--- src/rtl/firebird7_in_gate1_tessent_data_mux_tdr_if.sv ---
// IJTAG scan-access bundle for the gate1 data mux TDR.
// The network (SIB side) is the master; the TDR is the slave.
interface firebird7_in_gate1_tessent_data_mux_tdr_if;
  logic ijtag_sel;
  logic ijtag_ce;
  logic ijtag_se;
  logic ijtag_ue;
  logic ijtag_si;
  logic ijtag_so;

  modport master (
    output ijtag_sel, ijtag_ce, ijtag_se, ijtag_ue, ijtag_si,
    input  ijtag_so
  );

  modport slave (
    input  ijtag_sel, ijtag_ce, ijtag_se, ijtag_ue, ijtag_si,
    output ijtag_so
  );
endinterface

--- src/rtl/firebird7_in_gate1_tessent_data_mux_tdr.sv ---
// Per-channel IJTAG-controlled data mux with an internal shift/update TDR.
// Each channel c owns a (W+1)-bit chain field: select bit at the field base,
// override data directly above it. The functional path is combinational
// through the mux, so it adds no latency.
// Optional build macro: FIREBIRD7_DATA_MUX_PARITY_EN adds a status bit at
// sr[0] that captures the XOR of the whole update stage.
module firebird7_in_gate1_tessent_data_mux_tdr #(
  parameter int CH      = 3,
  parameter int W       = 3,
  parameter bit SEL_RST = 1'b0
) (
  input  logic                                       ijtag_tck,
  input  logic                                       ijtag_reset,
  firebird7_in_gate1_tessent_data_mux_tdr_if.slave   tap,
  input  logic [CH*W-1:0]                            functional_data_in,
  output logic [CH*W-1:0]                            data_out
);

`ifdef FIREBIRD7_DATA_MUX_PARITY_EN
  localparam int OFS = 1;
`else
  localparam int OFS = 0;
`endif
  localparam int L = CH*(W+1) + OFS;

  logic [L-1:0]    sr;
  logic [L-1:0]    cap_vec;
  logic [CH-1:0]   sel_upd;
  logic [CH*W-1:0] dat_upd;
  logic [CH-1:0]   sel_next;
  logic [CH*W-1:0] dat_next;

  // Capture image: current select state plus live functional data per field.
  always_comb begin
    cap_vec = '0;
    for (int c = 0; c < CH; c++) begin
      cap_vec[c*(W+1)+OFS]        = sel_upd[c];
      cap_vec[c*(W+1)+OFS+1 +: W] = functional_data_in[c*W +: W];
    end
`ifdef FIREBIRD7_DATA_MUX_PARITY_EN
    cap_vec[0] = ^{sel_upd, dat_upd};
`endif
  end

  // Update image: unpack the pre-edge shift contents into select/data fields.
  always_comb begin
    sel_next = '0;
    dat_next = '0;
    for (int c = 0; c < CH; c++) begin
      sel_next[c]         = sr[c*(W+1)+OFS];
      dat_next[c*W +: W]  = sr[c*(W+1)+OFS+1 +: W];
    end
  end

  // Shift stage: capture has priority over shift; all held when not selected.
  always_ff @(posedge ijtag_tck or negedge ijtag_reset) begin
    if (!ijtag_reset) begin
      sr <= '0;
    end else if (tap.ijtag_sel) begin
      if (tap.ijtag_ce) begin
        sr <= cap_vec;
      end else if (tap.ijtag_se) begin
        sr <= {tap.ijtag_si, sr[L-1:1]};
      end
    end
  end

  // Update stage: loads every channel at once, only on an update pulse.
  always_ff @(posedge ijtag_tck or negedge ijtag_reset) begin
    if (!ijtag_reset) begin
      sel_upd <= {CH{SEL_RST}};
      dat_upd <= '0;
    end else if (tap.ijtag_sel && tap.ijtag_ue) begin
      sel_upd <= sel_next;
      dat_upd <= dat_next;
    end
  end

  // Output mux: override data replaces functional data on selected channels.
  always_comb begin
    data_out = functional_data_in;
    for (int c = 0; c < CH; c++) begin
      if (sel_upd[c]) begin
        data_out[c*W +: W] = dat_upd[c*W +: W];
      end
    end
  end

  assign tap.ijtag_so = sr[0];

endmodule

--- src/flat_wrapper.sv ---
// flat-port wrapper written by rule: the top's interface ports become plain ports
module firebird7_in_gate1_tessent_data_mux_tdr_flat 
#(
  parameter int CH      = 3,
  parameter int W       = 3,
  parameter bit SEL_RST = 1'b0
)
  (ijtag_tck, ijtag_reset, functional_data_in, data_out, tap_ijtag_sel, tap_ijtag_ce, tap_ijtag_se, tap_ijtag_ue, tap_ijtag_si, tap_ijtag_so);
  firebird7_in_gate1_tessent_data_mux_tdr_if tap_i ();
  input  logic ijtag_tck;
  input  logic ijtag_reset;
  input  logic [CH*W-1:0] functional_data_in;
  output logic [CH*W-1:0] data_out;
  input wire logic [$bits(tap_i.ijtag_sel)-1:0] tap_ijtag_sel;
  input wire logic [$bits(tap_i.ijtag_ce)-1:0] tap_ijtag_ce;
  input wire logic [$bits(tap_i.ijtag_se)-1:0] tap_ijtag_se;
  input wire logic [$bits(tap_i.ijtag_ue)-1:0] tap_ijtag_ue;
  input wire logic [$bits(tap_i.ijtag_si)-1:0] tap_ijtag_si;
  output wire logic [$bits(tap_i.ijtag_so)-1:0] tap_ijtag_so;
  assign tap_i.ijtag_sel = tap_ijtag_sel;
  assign tap_i.ijtag_ce = tap_ijtag_ce;
  assign tap_i.ijtag_se = tap_ijtag_se;
  assign tap_i.ijtag_ue = tap_ijtag_ue;
  assign tap_i.ijtag_si = tap_ijtag_si;
  assign tap_ijtag_so = tap_i.ijtag_so;
  firebird7_in_gate1_tessent_data_mux_tdr #(.CH(CH), .W(W), .SEL_RST(SEL_RST)) u_core (.ijtag_tck(ijtag_tck), .ijtag_reset(ijtag_reset), .tap(tap_i), .functional_data_in(functional_data_in), .data_out(data_out));
endmodule
--- config.mk ---
export PLATFORM = sky130hd
export DESIGN_NAME = firebird7_in_gate1_tessent_data_mux_tdr_flat
export DESIGN_NICKNAME = d
export VERILOG_FILES = /design/src/rtl/firebird7_in_gate1_tessent_data_mux_tdr_if.sv /design/src/rtl/firebird7_in_gate1_tessent_data_mux_tdr.sv /design/src/flat_wrapper.sv
export SDC_FILE = /design/constraint.sdc
export NUM_CORES = 1
export LEC_CHECK = 0
export CAP_MARGIN = 5
export CORE_ASPECT_RATIO = 0.7
export CORE_MARGIN = 5
export CORE_UTILIZATION = 49
export DETAILED_ROUTE_END_ITERATION = 7
export PLACE_DENSITY_LB_ADDON = 0.05
export SYNTH_ARGS = -nofsm -noshare
export SYNTH_HDL_FRONTEND = slang
export SYNTH_SLANG_ARGS = --single-unit
--- constraint.sdc ---
create_clock -name ijtag_tck -period 1.2 [get_ports ijtag_tck]
set_clock_uncertainty 0.15 [all_clocks]
set_input_delay 0.12 -clock ijtag_tck [delete_from_list [all_inputs] [get_ports ijtag_tck]]
set_output_delay 0.12 -clock ijtag_tck [all_outputs]
set_load 0.01 [all_outputs]
==> summary.txt, run 1 <==
Run status
  – Status: finished with violations
  – Failing checks: setup timing

STA
  – Hold_ws: 269 ps
  – Final hold viol count: 0
  – Slew margin rel.: 0.817
  – Final worst slack: -397 ps
  – Unrepaired setup endpoints after global routing: true
  – F_max: 626 MHz
  – Max-slew violations: 0
  – Tcrit/Tclk final: 1.33
  – Setup violations, final: 9
  – Post-layout min period: 1600 ps
  – Slew @ Worst Pin: roughly 270 ps

CTS
  – CTS sink count: 24
  – Worst skew pair latency: 320 ps
  – CTS Buf Count: 3
  – Clock transition at path regs: 140 ps
  – CTS tree: done
  – Root Buffer: clkbuf_4
  – Htree depth: 1
  – CTS Buffer Depth: 2

Route
  – Routed Antenna Nets: 0
  – WL per Instance: 17.3 um
  – Vias: 1,097
  – Routed WL: 3.36 mm
  – DRC Markers: 0
  – Initial DRC count: 53
  – TritonRoute pass-1 iters: 4
  – Mean number of vias per cell: 5.65

Layout
  – Ant diodes: 0
  – Fraction of layout cells with a size suffix above 1: 0.506
  – Final instance area: 1880 sq um
  – Fin nets: roughly 180
  – Area delta synth->final: 58.3%

Synthesis
  – Synthesized Nets: 122
  – Synth warn: 0
  – Ys flop type: dfrtp_1
  – Top-area cell type share of the netlist area: 0.506
  – Mapped Avg Cell Area: 11.2 sq um
  – Syn Inst Count: 106
  – List of most frequent post-synthesis cells: nor3_1 (33), dfrtp_1 (24), mux2_2 (12)
  – Count leader, synth: nor3_1
  – Post-synthesis sequential area ratio: 0.506
  – Synth area leaders: dfrtp_1 (51%), nor3_1 (14%), mux2_2 (11%), mux2_4 (10%), o22ai_1 (5.8%)
  – Async S/R FF share, synth: 1.00
  – Synth Cell Area: 1190 sq um
  – #FFs+latches synth: 24
  – Library cells used by synthesis: 14
  – Number of flops mapped to enable cells by yosys: 0
  – Post-synthesis cell type with the largest combined area: dfrtp_1

Critical path
  – CP endpoint kind: primary output
  – Crit start category: flip-flop
  – R2R setup slack: 10 ps
  – Peak fanout along the critical path: 3
  – WS Path Type: reg -> out
  – Crit path arrival time: 1330 ps
  – Req. time, crit path: 930 ps

Floorplanning
  – Die H: 51.2 um
  – Site Rows: 14
  – Die area: 3520 sq um
  – Chip width: around 69 um
  – Initial core utilization: 0.534
  – I/O Pins: 26
  – Core ar.: 2220 sq um

Flow run
  – Max cap viols: 0

Global routing
  – Global-route wire length before repair: roughly 5.1 mm
  – Number of antenna violations at the first check in global routing: 0
  – GRT overflow: 0
  – M3 GR Usage: 0.0636
  – M2 GR Usage: 0.311
  – Largest net degree at the start of global routing: 25
  – Vias in the first global route: around 1,100
  – Total Routing Usage GR: 0.196
  – GR peak layer: met2
  – GR Util met1: 0.261

Pwr
  – Max IR drop VDD: 1.22 mV
  – PD cells: 1590 nW/um^2
  – Total Power: 0.00299 W
  – Pleak: 0.823 nW

Placed design
  – Placed cell areas: 1650 sq um
  – Input/output buffers: 25
  – DP Worst Slack: -398 ps
  – Final GP Congestion: 0.799
  – Post-DP HPWL: 2.13 mm

Worst hold path
  – Hold WC Path Type: in -> reg
-- flip-flops by register name, indices dropped and copies added (netlist names) --
| signal | cells |
|---|---|
| u_core.sr | 12 |
| u_core.sel_upd | 3 |
| u_core.dat_upd | 9 |
-- metrics by stage --
stage               instances   util  setup TNS (ps)
floorplan                 106      -               0
global placement          180  0.740           -8430
detailed placement        180  0.740           -9130
CTS                       195  0.800           -3230
global route              194  0.845           -3920
finish                    194  0.845           -3380
-- cell families (layout without fill, tap and decap cells) --
logic type / after synthesis / in the layout / synth area share
compound gates: 15 / 15 / 0.0748
mux: 20 / 20 / 0.215
buf+inv: 9 / 65 / 0.0411
flops: 24 / 24 / 0.506
simple gates: 38 / 38 / 0.163
-- final timing paths --
kind / startpoint / end / cells after the start
setup / recovery: u_core.sel_upd[1] / data_out[3] / 3
hold / removal: functional_data_in[7] / u_core.sr[10] / 3
setup reg to reg: u_core.sr[0] / u_core.sel_upd[0] / 3
hold reg to reg: u_core.dat_upd[7] / u_core.dat_upd[7] / 1
max in group asynchronous: ijtag_reset / u_core.sel_upd[0] / 3
min in group asynchronous: ijtag_reset / u_core.sr[11] / 3
-- cells in the final DEF (no fill, tap or decap) --
master	count
clkdlybuf4s50_1	15
dfrtp_1	22
inv_1	1
o21ai_1	1
clkbuf_8	1
buf_6	17
o22ai_1	8
mux2_4	14
clkbuf_4	3
mux2_2	6
a21oi_1	1
nor3_2	8
nand4bb_1	1
dfrtp_2	2
buf_4	24
o21ai_0	2
buf_2	1
nor3_1	25
dlygate4sd3_1	1
nand2_1	3
o22ai_2	3
buf_12	2
nand2_2	1
-- worst max-delay path, stage by stage, from the launching register on --
cell,delay [ps]
dfrtp_1,450
buf_6,140
mux2_4,300
buf_6,120
-- area by class of cell --
cell class	count	area (sq um)
timing repair buffer	60	577
clock buffer	4	36.3
multi-input combinational	73	619
sequential	24	603
inverter	1	3.75
tap	32	40.0
fill	133	345
-- report_power, final --
group	total (W)	internal, W	leakage (nW)	switching [W]
combinational	0.00136	0.000899	0.534	0.000460
sequential	0.00119	0.00100	0.267	0.000187
clock	0.000436	0.000185	0.0210	0.000251
-- routing by layer --
layer	routed length [um]	part of all wire
met4	29	0.0086
met1	1480	0.44
met2	1700	0.51
met3	146	0.043
met5	0	0
-- timing repair --
action / 4_1_cts / 5_1_grt
setup buffers: 10 / 0
gates resized for setup: 51 / 26
hold buffers: 1 / 0
endpoints found under the setup margin: 10 / 18
hold endpoints to repair: 24 / 0
(Power assumes the default switching activity.)
==> run 2, diff against run 1 <==
--- a/config.mk
+++ b/config.mk
@@ -6,7 +6,7 @@
 export NUM_CORES = 1
 export LEC_CHECK = 0
 export CAP_MARGIN = 5
-export CORE_ASPECT_RATIO = 0.7
+export CORE_ASPECT_RATIO = 1.1
 export CORE_MARGIN = 5
 export CORE_UTILIZATION = 49
 export DETAILED_ROUTE_END_ITERATION = 7
==> run 2 against run 1 <==
  * The run ends with hold timing, setup timing left
  * Non-clock buffer count decreased by 1
  * Routed wire length down 3.9%
  * Combinational power rose by 5%
  * Register-to-register slack worse by 40 ps
  * Die area is 0.41% lower
  * Clock-buffer cell count unchanged
  * Cell area down 1.5%
  * Setup slack got worse by 18 ps
  * First-iteration DRC count decreased by 85%
  * Power up 2.2%
==> summary.txt, run 2 (synthesized netlist as in run 1, its figures left out) <==
CTS
  – CTS tree: done
  – Htree depth: 1 (unchanged)
  – CTS Buf Count: 3 (unchanged)
  – CTS Buffer Depth: 2 (unchanged)
  – Root Buffer: clkbuf_4
  – Hold buffers post-CTS: 0 (-1)
  – CTS sink count: 24 (unchanged)
  – Worst skew pair latency: 320 ps (about the same)
  – Clock transition at path regs: 130 ps (about the same)

Route
  – DRC Markers: 0 (unchanged)
  – TritonRoute pass-1 iters: 4 (unchanged)
  – Initial DRC count: 8 (-85%)
  – WL per Instance: 16.9 um (-2.4%)
  – Routed WL: 3.23 mm (-3.9%)
  – Routed Antenna Nets: 0 (unchanged)
  – Mean number of vias per cell: 5.63 (-0.37%)
  – Vias: 1,076 (-1.9%)

Critical path
  – Slowest Stage Delay on Critical Path: 460 ps (about the same)
  – CP most frequent cell: buf_6
  – Crit start category: flip-flop
  – Crit path cell chain: buf_6 > mux2_4 > buf_6
  – WS Path Type: reg -> out
  – Peak fanout along the critical path: 3 (unchanged)
  – Slowest cell on crit path: dfrtp_1
  – Req. time, crit path: 930 ps (about the same)
  – Worst r2r dst: u_core.sr[8]
  – R2R setup slack: -30 ps (-40 ps)
  – CP endpoint kind: primary output
  – Cells on worst reg2reg path: 5 (+2)
  – R2r startpoint: u_core.sel_upd[2]
  – Crit path arrival time: 1350 ps (+20 ps)

Placed design
  – Input/output buffers: 25 (unchanged)
  – Final GP Congestion: 0.728 (-8.9%)
  – Post-DP HPWL: 2.06 mm (-2.9%)

STA
  – Final hold viol count: 6 (+6)
  – Hold_ws: -3.04 ps (-272 ps)
  – Setup TNS: -3600 ps (-220 ps)
  – Setup violations, final: 13 (+4)
  – Unrepaired setup endpoints after global routing: true
  – Post-layout min period: 1620 ps (+18.1 ps)
  – Final worst slack: -415 ps (-18.1 ps)
  – Slew margin rel.: 0.839 (+0.0217)
  – F_max: 619 MHz (-1.1%)
  – Slew @ Worst Pin: 240 ps (-32.3 ps)
  – Tcrit/Tclk final: 1.35 (+0.0150)
  – Max-slew violations: 0 (unchanged)

Layout
  – Fraction of layout cells with a size suffix above 1: 0.460 (-0.0465)
  – Ant diodes: 0 (unchanged)
  – Area delta synth->final: 56.0%
  – Fin nets: 178 (-0.56%)
  – Biggest regs: u_core.sr x12, u_core.dat_upd x9, u_core.sel_upd x3
  – Area of the multi-input gates: 596 sq um (-3.8%)
  – FILL cells: 125 (-6.0%)
  – Max FFs per register: 12 (unchanged)
  – Most flop-heavy register: u_core.sr
  – FF+latch area: 602 sq um (-0.21%)
  – Most common cell after layout, fill and taps aside: nor3_1
  – Most frequent cells in the layout: nor3_1 (32), dfrtp_1 (23), buf_4 (22)

Pwr
  – Internal power: 0.00215 W (+3.2%)
  – PD cells: 1650 nW/um^2 (+3.7%)
  – Max IR drop VDD: 1.28 mV (+5.0%)
  – Total Power: 0.00305 W (+2.2%)
  – Psw: 0.000897 W (about the same)
  – Pleak: 0.839 nW (+2.0%)
  – Comb power frac: 0.469 (+0.014)
  – Clock power share: 0.142 (-0.004)
  – Part of the power in registers: 0.390 (-0.009)
  – Switching Fraction: 0.294 (-0.00665)

Floorplanning
  – Site Rows: 18 (+4)
  – Initial core utilization: 0.522 (-0.0117)
  – Die area: 3510 sq um (-0.41%)
  – Die H: 61.6 um (+20%)
  – I/O Pins: 26 (unchanged)
  – Core ar.: 2270 sq um (+2.2%)
  – Chip width: 56.9 um (-17%)

Worst hold path
  – Hold WC Path Type: in -> async

Global routing
  – GRT overflow: 0 (unchanged)
  – Global-route wire length before repair: 5.44 mm (+5.9%)
  – Largest net degree at the start of global routing: 25 (unchanged)
  – Number of antenna violations at the first check in global routing: 0 (unchanged)
  – Total Routing Usage GR: 0.203 (+0.00746)
  – Vias in the first global route: 1,130 (+0.18%)

Run status
  – Status: finished with violations
  – Failing checks: hold timing, setup timing

Flow run
  – Max cap viols: 0 (unchanged)
## run 2: per-layer routing
layer,vias to the layer above,track usage,part of all wire
li1,511,-,-
met1,529,0.251,0.42
met2,32,0.364,0.52
met3,4,0.0524,0.042
met4,0,0.0430,0.012
met5,-,0,0
## run 2: cell type report
| type | instances | area share |
|---|---|---|
| Timing Repair Buffer | 59 | 0.311 |
| Tap cell | 30 | 0.0203 |
| Inverter | 1 | 0.00203 |
| Multi-Input combinational cell | 73 | 0.322 |
| Sequential cell | 24 | 0.325 |
| Clock buffer | 4 | 0.0196 |
## run 2: power groups by stage
stage | Combinational [W] | Clock, W | Sequential, W
finish | 0.00143 | 0.000432 | 0.00119
global route | 0.00153 | 0.000477 | 0.00122
CTS | 0.00125 | 0.000437 | 0.00115
detailed placement | 0.000989 | 0 | 0.00119
global placement | 0.000956 | 0 | 0.00118
floorplan | 0.000488 | 0 | 0.00115
## run 2: repair_timing
action / 4_1_cts / 5_1_grt
gates resized for setup: 51 / 25
setup buffers: 11 / 1
setup endpoints to repair: 10 / 21
hold endpoints to repair: 0 / 0
## run 2: worst max-delay path by stage
stage	to	depth (start not counted)	slack (ps)	from
2_1_floorplan	data_out[0]	1	180	u_core.sel_upd[0]
3_3_place_gp	data_out[2]	3	-340	functional_data_in[2]
3_5_place_dp	data_out[6]	3	-380	functional_data_in[6]
4_1_cts	data_out[2]	3	-380	u_core.sel_upd[0]
5_1_grt	data_out[3]	3	-450	u_core.sel_upd[1]
6_report	data_out[1]	3	-420	u_core.sel_upd[0]
## run 2: critical path: cells and delay by family, from the launching register on
family / cells / cell delay (ps)
buffers and inverters: 2 / 260
flip-flops: 1 / 460
multiplexers: 1 / 300
## run 2: through the flow
stage | instance area, sq um | std cells | util | setup slack (ps)
floorplan | 1190 | 106 | - | 179
global placement | 1640 | 177 | 0.719 | -344
detailed placement | 1640 | 177 | 0.719 | -380
CTS | 1770 | 192 | 0.776 | -376
global route | 1850 | 191 | 0.814 | -451
finish | 1850 | 191 | 0.814 | -415
